### config.mk
export PLATFORM = sky130hd
export DESIGN_NAME = div_arbiter
export DESIGN_NICKNAME = d
export VERILOG_FILES = /design/src/rtl/div_arbiter.sv
export SDC_FILE = /design/constraint.sdc
export NUM_CORES = 1
export LEC_CHECK = 0
export BUFFER_PORTS_ARGS = -buffer_cell sky130_fd_sc_hd__clkbuf_2
export CAP_MARGIN = 0
export CORE_MARGIN = 3
export CORE_UTILIZATION = 40
export DETAILED_ROUTE_END_ITERATION = 16
export GPL_TIMING_DRIVEN = 0
export PLACE_DENSITY = 0.73
export SLEW_MARGIN = 10
export SYNTH_ARGS = -nofsm -noshare
export SYNTH_HDL_FRONTEND = slang
export SYNTH_SLANG_ARGS = --single-unit
### constraint.sdc
create_clock -name clk -period 4.25 [get_ports clk]
set_input_delay 0.6375 -clock clk [delete_from_list [all_inputs] [get_ports clk]]
set_output_delay 0.6375 -clock clk [all_outputs]
set_load 0.005 [all_outputs]
### src/rtl/div_arbiter.sv
// rtl/div_arbiter.sv - round-robin arbiter sharing one sequential divider between two requesters
// Optional watchdog abort in WAIT enabled by defining DIV_ARB_WATCHDOG_EN (limit TMO cycles).
module div_arbiter #(
   parameter int W   = 8,
   parameter int TMO = 1023
) (
   input  logic         clk,
   input  logic         reset,
   input  logic         req0,
   input  logic         req1,
   input  logic [W-1:0] a0,
   input  logic [W-1:0] b0,
   input  logic [W-1:0] a1,
   input  logic [W-1:0] b1,
   output logic         div_start,
   output logic [W-1:0] div_a,
   output logic [W-1:0] div_b,
   input  logic         div_done,
   input  logic         div_zero,
   input  logic [W-1:0] div_q,
   input  logic [W-1:0] div_r,
   output logic         rsp_valid0,
   output logic         rsp_valid1,
   output logic [W-1:0] rsp_q,
   output logic [W-1:0] rsp_r,
   output logic         rsp_dz,
   output logic         rsp_err,
   output logic         busy
);

   typedef enum logic [1:0] {
      IDLE  = 2'd0,
      ISSUE = 2'd1,
      WAIT  = 2'd2,
      RESP  = 2'd3
   } state_t;

   state_t state;
   logic   gnt;
   logic   last;
   logic   pick;

`ifdef DIV_ARB_WATCHDOG_EN
   localparam int CW = (TMO < 2) ? 1 : $clog2(TMO + 1);
   logic [CW-1:0] cnt;
`endif

   // On a tie the requester that was not served last wins.
   always_comb begin
      pick = 1'b0;
      if (req0 && req1)
         pick = ~last;
      else
         pick = req1;
   end

   always_ff @(posedge clk or posedge reset) begin
      if (reset) begin
         state      <= IDLE;
         gnt        <= 1'b0;
         last       <= 1'b1;
         div_start  <= 1'b0;
         div_a      <= '0;
         div_b      <= '0;
         rsp_valid0 <= 1'b0;
         rsp_valid1 <= 1'b0;
         rsp_q      <= '0;
         rsp_r      <= '0;
         rsp_dz     <= 1'b0;
         rsp_err    <= 1'b0;
         busy       <= 1'b0;
`ifdef DIV_ARB_WATCHDOG_EN
         cnt        <= '0;
`endif
      end else begin
         div_start  <= 1'b0;
         rsp_valid0 <= 1'b0;
         rsp_valid1 <= 1'b0;
         case (state)
            IDLE: begin
               if (req0 || req1) begin
                  gnt       <= pick;
                  div_a     <= pick ? a1 : a0;
                  div_b     <= pick ? b1 : b0;
                  div_start <= 1'b1;
                  busy      <= 1'b1;
                  state     <= ISSUE;
               end
            end
            ISSUE: begin
               state <= WAIT;
`ifdef DIV_ARB_WATCHDOG_EN
               cnt   <= '0;
`endif
            end
            WAIT: begin
               if (div_done) begin
                  rsp_q      <= div_q;
                  rsp_r      <= div_r;
                  rsp_dz     <= div_zero;
                  rsp_err    <= 1'b0;
                  rsp_valid0 <= ~gnt;
                  rsp_valid1 <= gnt;
                  state      <= RESP;
               end
`ifdef DIV_ARB_WATCHDOG_EN
               // Counter reaching TMO on this edge means the divider is considered hung.
               else if (cnt == CW'(TMO - 1)) begin
                  rsp_q      <= '1;
                  rsp_r      <= '1;
                  rsp_dz     <= 1'b0;
                  rsp_err    <= 1'b1;
                  rsp_valid0 <= ~gnt;
                  rsp_valid1 <= gnt;
                  state      <= RESP;
               end else begin
                  cnt <= cnt + 1'b1;
               end
`endif
            end
            RESP: begin
               last  <= gnt;
               busy  <= 1'b0;
               state <= IDLE;
            end
            default: begin
               busy  <= 1'b0;
               state <= IDLE;
            end
         endcase
      end
   end

endmodule
==> results of run 1 <==
## critical path: stages, from the launching register on
cell and delay (ns):
dfrtp_1 0.38, inv_1 0.09, ha_1 0.25, nand2_2 0.20, buf_2 0.29, mux2_2 0.37
## cells in the final DEF (no fill, tap or decap), types with 2 or more instances in the layout
| master | n |
|---|---|
| a21oi_1 | 33 |
| buf_2 | 3 |
| buf_4 | 2 |
| clkbuf_2 | 90 |
| clkbuf_8 | 6 |
| dfrtp_1 | 40 |
| ha_1 | 4 |
| inv_1 | 4 |
| inv_2 | 2 |
| mux2_2 | 19 |
| nand2_1 | 16 |
| nor2_1 | 17 |
## area by class of cell
type / count / share of cell area (%)
plain buffers: 6 / 1.73
multi-input cells: 99 / 26.6
flip-flops and latches: 41 / 43.1
repair buffers: 91 / 20.1
inverters: 6 / 0.945
clock buffers: 7 / 3.62
clock inverters: 1 / 1.26
well taps: 50 / 2.63
## routing by layer
| layer | part of all wire, % | track usage (%) |
|---|---|---|
| met3 | 4.0 | 3.93 |
| met2 | 55 | 31.1 |
| met5 | 0 | 0 |
| met4 | 2.1 | 7.10 |
| met1 | 39 | 20.1 |
## synthesized netlist by cell type
master,instances,area (um2)
a21oi_1,33,165
inv_1,5,18.8
o22a_1,1,8.76
o32a_1,1,10.0
dfrtp_1,40,1000
conb_1,1,3.75
nor3b_1,1,7.51
a21bo_1,1,10.0
dfstp_2,1,26.3
ha_1,4,50.1
buf_4,2,15.0
mux2_2,19,214
and3_1,1,6.26
buf_2,3,15.0
a22o_1,1,8.76
buf_6,1,11.3
nand2_1,16,60.1
o21ai_2,1,8.76
a21boi_2,1,11.3
nand2_2,1,6.26
nor2_1,17,63.8
inv_2,1,3.75
## metrics by stage
stage | setup WS, ns | instances | power [mW] | area, um2 | hold WS [ns]
2_1_floorplan | 2.67 | 152 | 1.06 | 1730 | 0.434
3_3_place_gp | 2.11 | 292 | 1.33 | 2240 | 0.487
3_5_place_dp | 2.46 | 293 | 1.36 | 2270 | 0.493
4_1_cts | 2.55 | 301 | 1.69 | 2380 | 0.349
5_1_grt | 2.45 | 301 | 1.80 | 2380 | 0.366
6_report | 2.56 | 301 | 1.67 | 2380 | 0.342
## cells by family (layout without fill, tap and decap cells)
logic type               Yosys count  after routing  share of synthesized area, %
other                              1              1                         0.217
AND/OR/NAND/NOR                   36             36                          8.34
buffers and inverters             12            111                          3.70
AO/OA/AOI/OAI                     39             39                          12.9
flip-flops                        41             41                          59.5
adder cells (fa/ha/maj)            4              4                          2.90
multiplexers                      19             19                          12.4
## worst max-delay path by stage
stage                               startpoint              endpoint  slack, ns  cells after the start
after floorplan                          reset      busy$_DFFE_PP0P_       2.67                      1
after global routing      state[0]$_DFFE_PP0P_  state[1]$_DFFE_PP0P_       2.45                      5
after CTS                 state[0]$_DFFE_PP0P_  rsp_r[7]$_DFFE_PP0P_       2.55                      5
after global placement                   reset  div_b[1]$_DFFE_PP0P_       2.11                      2
after detailed placement                  req1  div_b[6]$_DFFE_PP0P_       2.46                      6
final                     state[0]$_DFFE_PP0P_  rsp_r[7]$_DFFE_PP0P_       2.56                      5
## report_power, final
group	internal, mW	switching [mW]
Combinational	0.341	0.309
Sequential	0.588	0.104
Clock	0.192	0.132
## flip-flops by register name, indices dropped and copies added, names as in the netlist
| signal | cells |
|---|---|
| rsp_valid0 | 1 |
| busy | 1 |
| rsp_r | 8 |
| rsp_dz | 1 |
| last | 1 |
| div_start | 1 |
| rsp_q | 8 |
| gnt | 1 |
| state | 2 |
| div_a | 8 |
| div_b | 8 |
| rsp_valid1 | 1 |
==> reports/metrics.cfg, run 1 <==
[clock_network]
cts-resized-gates = 0
cts_tree = done
clk_pin_slew_ns = 0.08
ctsRootBufferMaster = clkbuf_8
insertion_delay_ns = 0.29
clk_path_buf_depth = 2
cts_buffers = 5
cts.sink_count = 41
cts_setup_buffers = 0
cts.htree.levels = 2
hold_buffers = 0

[worst_setup_path]
cp.arrival_ns = 1.86
worstReg2RegEnd = rsp_r[7]$_DFFE_PP0P_
crit_type = flop to flop
crit_path_end_kind = flop
worst-path-max-fanout = 10
ff2ff_path_depth = 5
rrSetupSlack_ns = 2.56
cp-start-kind = flop
worstPathRequired_ns = 4.43
worstReg2RegStart = state[0]$_DFFE_PP0P_

[floorplanning]
start_util_pct = 42.2
die_area_mm2 = 0.00514
fp-row-count = 23
pin_count = 92
core_area_mm2 = 0.00409
die_x_um = 71.7
die_h_um = 71.7

[route]
drt_wl_total_um = 4220
post-route-drc-count = 0
viasPerCell = 4.82
drt-initial-drc-count = 56
drt_pass1_iterations = 4
vias = 1450
ant_nets = 0
detail_route.wl_per_cell_um = 14.0

[grt]
grt_pass1_wl_um = 7020
antenna_found_initial = 0
overflow = 0
grt_start_max_net_pins = 22
grt_pass1_vias = 1540
grt_usage_pct = 17.4

[finish]
fillCellCount = 380
multi_input_area_um2 = 634
area_delta_synth_final_pct = 38.1
diodes = 0
finalNetCount = 308
final_util_pct = 58.3
register_area_mm2 = 0.00103
drive_gt1_share_pct = 51.4

[power_and_ir_drop]
leakagePower_nw = 1.25
p_per_area_mw_per_mm2 = 699
vdd_drop_max_mv = 0.364

[yosys]
synth_nets = 210
netlist_instances = 152
ys_ff_latch = 41
syn_area_per_cell_um2 = 11.4
seq_area_frac_synth_pct = 59.5
yosysUniqueCellTypes = 22
yosys_warnings = 0
syn_area_mm2 = 0.00173

[sta]
skew_ns = 0.00523
max_freq_mhz = 593
min_period_over_period_pct = 39.7
rsz0062_at_grt = false
setup_viol = 0
tns_ns = 0
fin_crit_ns = 1.69
drv_slew = 0
hold_violations = 0

[place]
post-dp-hpwl_um = 3290
io_buffers = 90
gp_congestion = 0.777

[status]
status = complete, no violations

[job]
drv_cap = 0

[min_path]
hp-class = input pin to asynchronous set/reset pin

Note: power is estimated with default switching activity, not from simulation.
==> run 2, diff against run 1 <==
PLACE_DENSITY = 0.75   (was 0.73)
clock period = 1.5 ns   (was 4.25 ns; I/O delays follow)
==> reports/metrics.cfg, run 2 (same netlist as run 1, synthesis figures left out) <==
[route]
drt_wl_total_um = 3900
dr_wl_met2_um = 2030
routed-wl-met3_um = 271
detail_route.wl_per_cell_um = 12.9
post-route-drc-count = 0
m1WireLength_um = 1550
viasPerCell = 4.81
vias = 1458
ant_nets = 0
drt_pass1_iterations = 4
routed.top_layer = met4
drt-initial-drc-count = 40

[floorplanning]
core_area_mm2 = 0.00409
pin_count = 92
die_area_mm2 = 0.00514
die_x_um = 71.7
fp-row-count = 23
start_util_pct = 42.2
die_h_um = 71.7

[grt]
overflow = 0
grt_usage_pct = 16.3
grt_pass1_vias = 1538
grt_start_max_net_pins = 22
antenna_found_initial = 0
grt_pass1_wl_um = 6550

[clock_network]
cts_tree = done
clk_pin_slew_ns = 0.07
cts.htree.levels = 2
ctsRootBufferMaster = clkbuf_8
cts.sink_count = 41
insertion_delay_ns = 0.29
cts_buffers = 5
clk_path_buf_depth = 2

[worst_setup_path]
crit_type = flop to flop
crit_path_end_kind = flop
worstPathRequired_ns = 1.68
cp-start-kind = flop
worst-path-max-fanout = 4
rrSetupSlack_ns = 0.08
cp.arrival_ns = 1.60
ff2ff_path_depth = 5
worstReg2RegStart = state[1]$_DFFE_PP0P_
worstReg2RegEnd = state[1]$_DFFE_PP0P_

[status]
status = complete, no violations

[finish]
area_delta_synth_final_pct = 41.5
final_util_pct = 59.7
stdcell_area_mm2 = 0.00244
diodes = 0
final_common_cell = clkbuf_2
layout_common_cells = 90 x clkbuf_2, 40 x dfrtp_1, 32 x a21oi_1
drive_gt1_share_pct = 54.2
finalNetCount = 310

[power_and_ir_drop]
vdd_drop_max_mv = 1.03
leakagePower_nw = 1.27
p_per_area_mw_per_mm2 = 1910
power_mw = 4.67

[min_path]
hold_path_end = div_a[3]$_DFFE_PP0P_
hp-class = input pin to flop
min_path_cells = 3
hold_path.startpoint = a0[3]

[sta]
holdWs_ns = 0.143
fin_crit_ns = 1.42
rsz0062_at_grt = false
setup_viol = 0
drv_slew = 0
hold_violations = 0
max_freq_mhz = 703
min_period_over_period_pct = 94.9
skew_ns = 0.00233

[place]
post-dp-hpwl_um = 2980
io_buffers = 90
gp_congestion = 0.740
placed_area_mm2 = 0.00227

[job]
drv_cap = 0

-- run 2: changes by cell type in the layout (fill, tap and decap cells not counted), moves of 2 or more --
cell / change
buf_4: +2
buf_2: -3
ha_1: -2
inv_1: -2
-- run 2: stage by stage --
stage,instances,setup TNS [ns],setup slack (ns)
floorplan,152,0,0.00869
global placement,292,-9.47,-0.191
detailed placement,293,-2.20,-0.166
CTS,304,0,0.0328
global route,303,0,0.00480
finish,303,0,0.0768
-- run 2: per-layer routing --
metal  vias up  global-route usage, %
met3         6                   5.19
li1        712                      -
met4         0                   5.01
met1       689                   18.1
met2        51                   29.5
met5         -                      0
-- run 2: repair_timing --
| action | in CTS | in global routing |
|---|---|---|
| pin swaps | 1 | 0 |
| endpoints found under the setup margin | 20 | 18 |
| resized for setup | 10 | 5 |
| hold endpoints to repair | 19 | 0 |
| hold buffers | 1 | 0 |
| buffers inserted | 2 | 0 |
-- run 2: worst max-delay path, cell delays in order, from the launching register on --
cell     delay (ns)
dfrtp_1        0.41
inv_2          0.07
ha_4           0.18
nor3b_4        0.16
a21oi_2        0.14
mux2_2         0.35
-- run 2: layout make-up --
type,count,area [um2]
Clock inverter,1,5.00
Tap cell,50,62.6
Multi-Input combinational cell,99,677
Fill cell,367,1650
Buffer,5,45.0
Sequential cell,41,1030
Inverter,6,25.0
Timing Repair Buffer,94,503
Clock buffer,7,96.3
-- run 2: worst max path at each step --
stage | slack [ns] | start | depth (start not counted) | to
6_report | 0.08 | state[1]$_DFFE_PP0P_ | 5 | state[1]$_DFFE_PP0P_
5_1_grt | 0.005 | state[1]$_DFFE_PP0P_ | 5 | state[1]$_DFFE_PP0P_
4_1_cts | 0.03 | state[0]$_DFFE_PP0P_ | 7 | div_b[4]$_DFFE_PP0P_
3_5_place_dp | -0.17 | state[0]$_DFFE_PP0P_ | 5 | rsp_q[7]$_DFFE_PP0P_
3_3_place_gp | -0.19 | reset | 2 | div_a[3]$_DFFE_PP0P_
2_1_floorplan | 0.009 | state[0]$_DFFE_PP0P_ | 5 | rsp_dz$_DFFE_PP0P_
-- run 2: power by group --
group | switching, mW | internal [mW]
sequential | 0.294 | 1.67
clock | 0.350 | 0.415
combinational | 0.895 | 1.04
total | 1.54 | 3.13
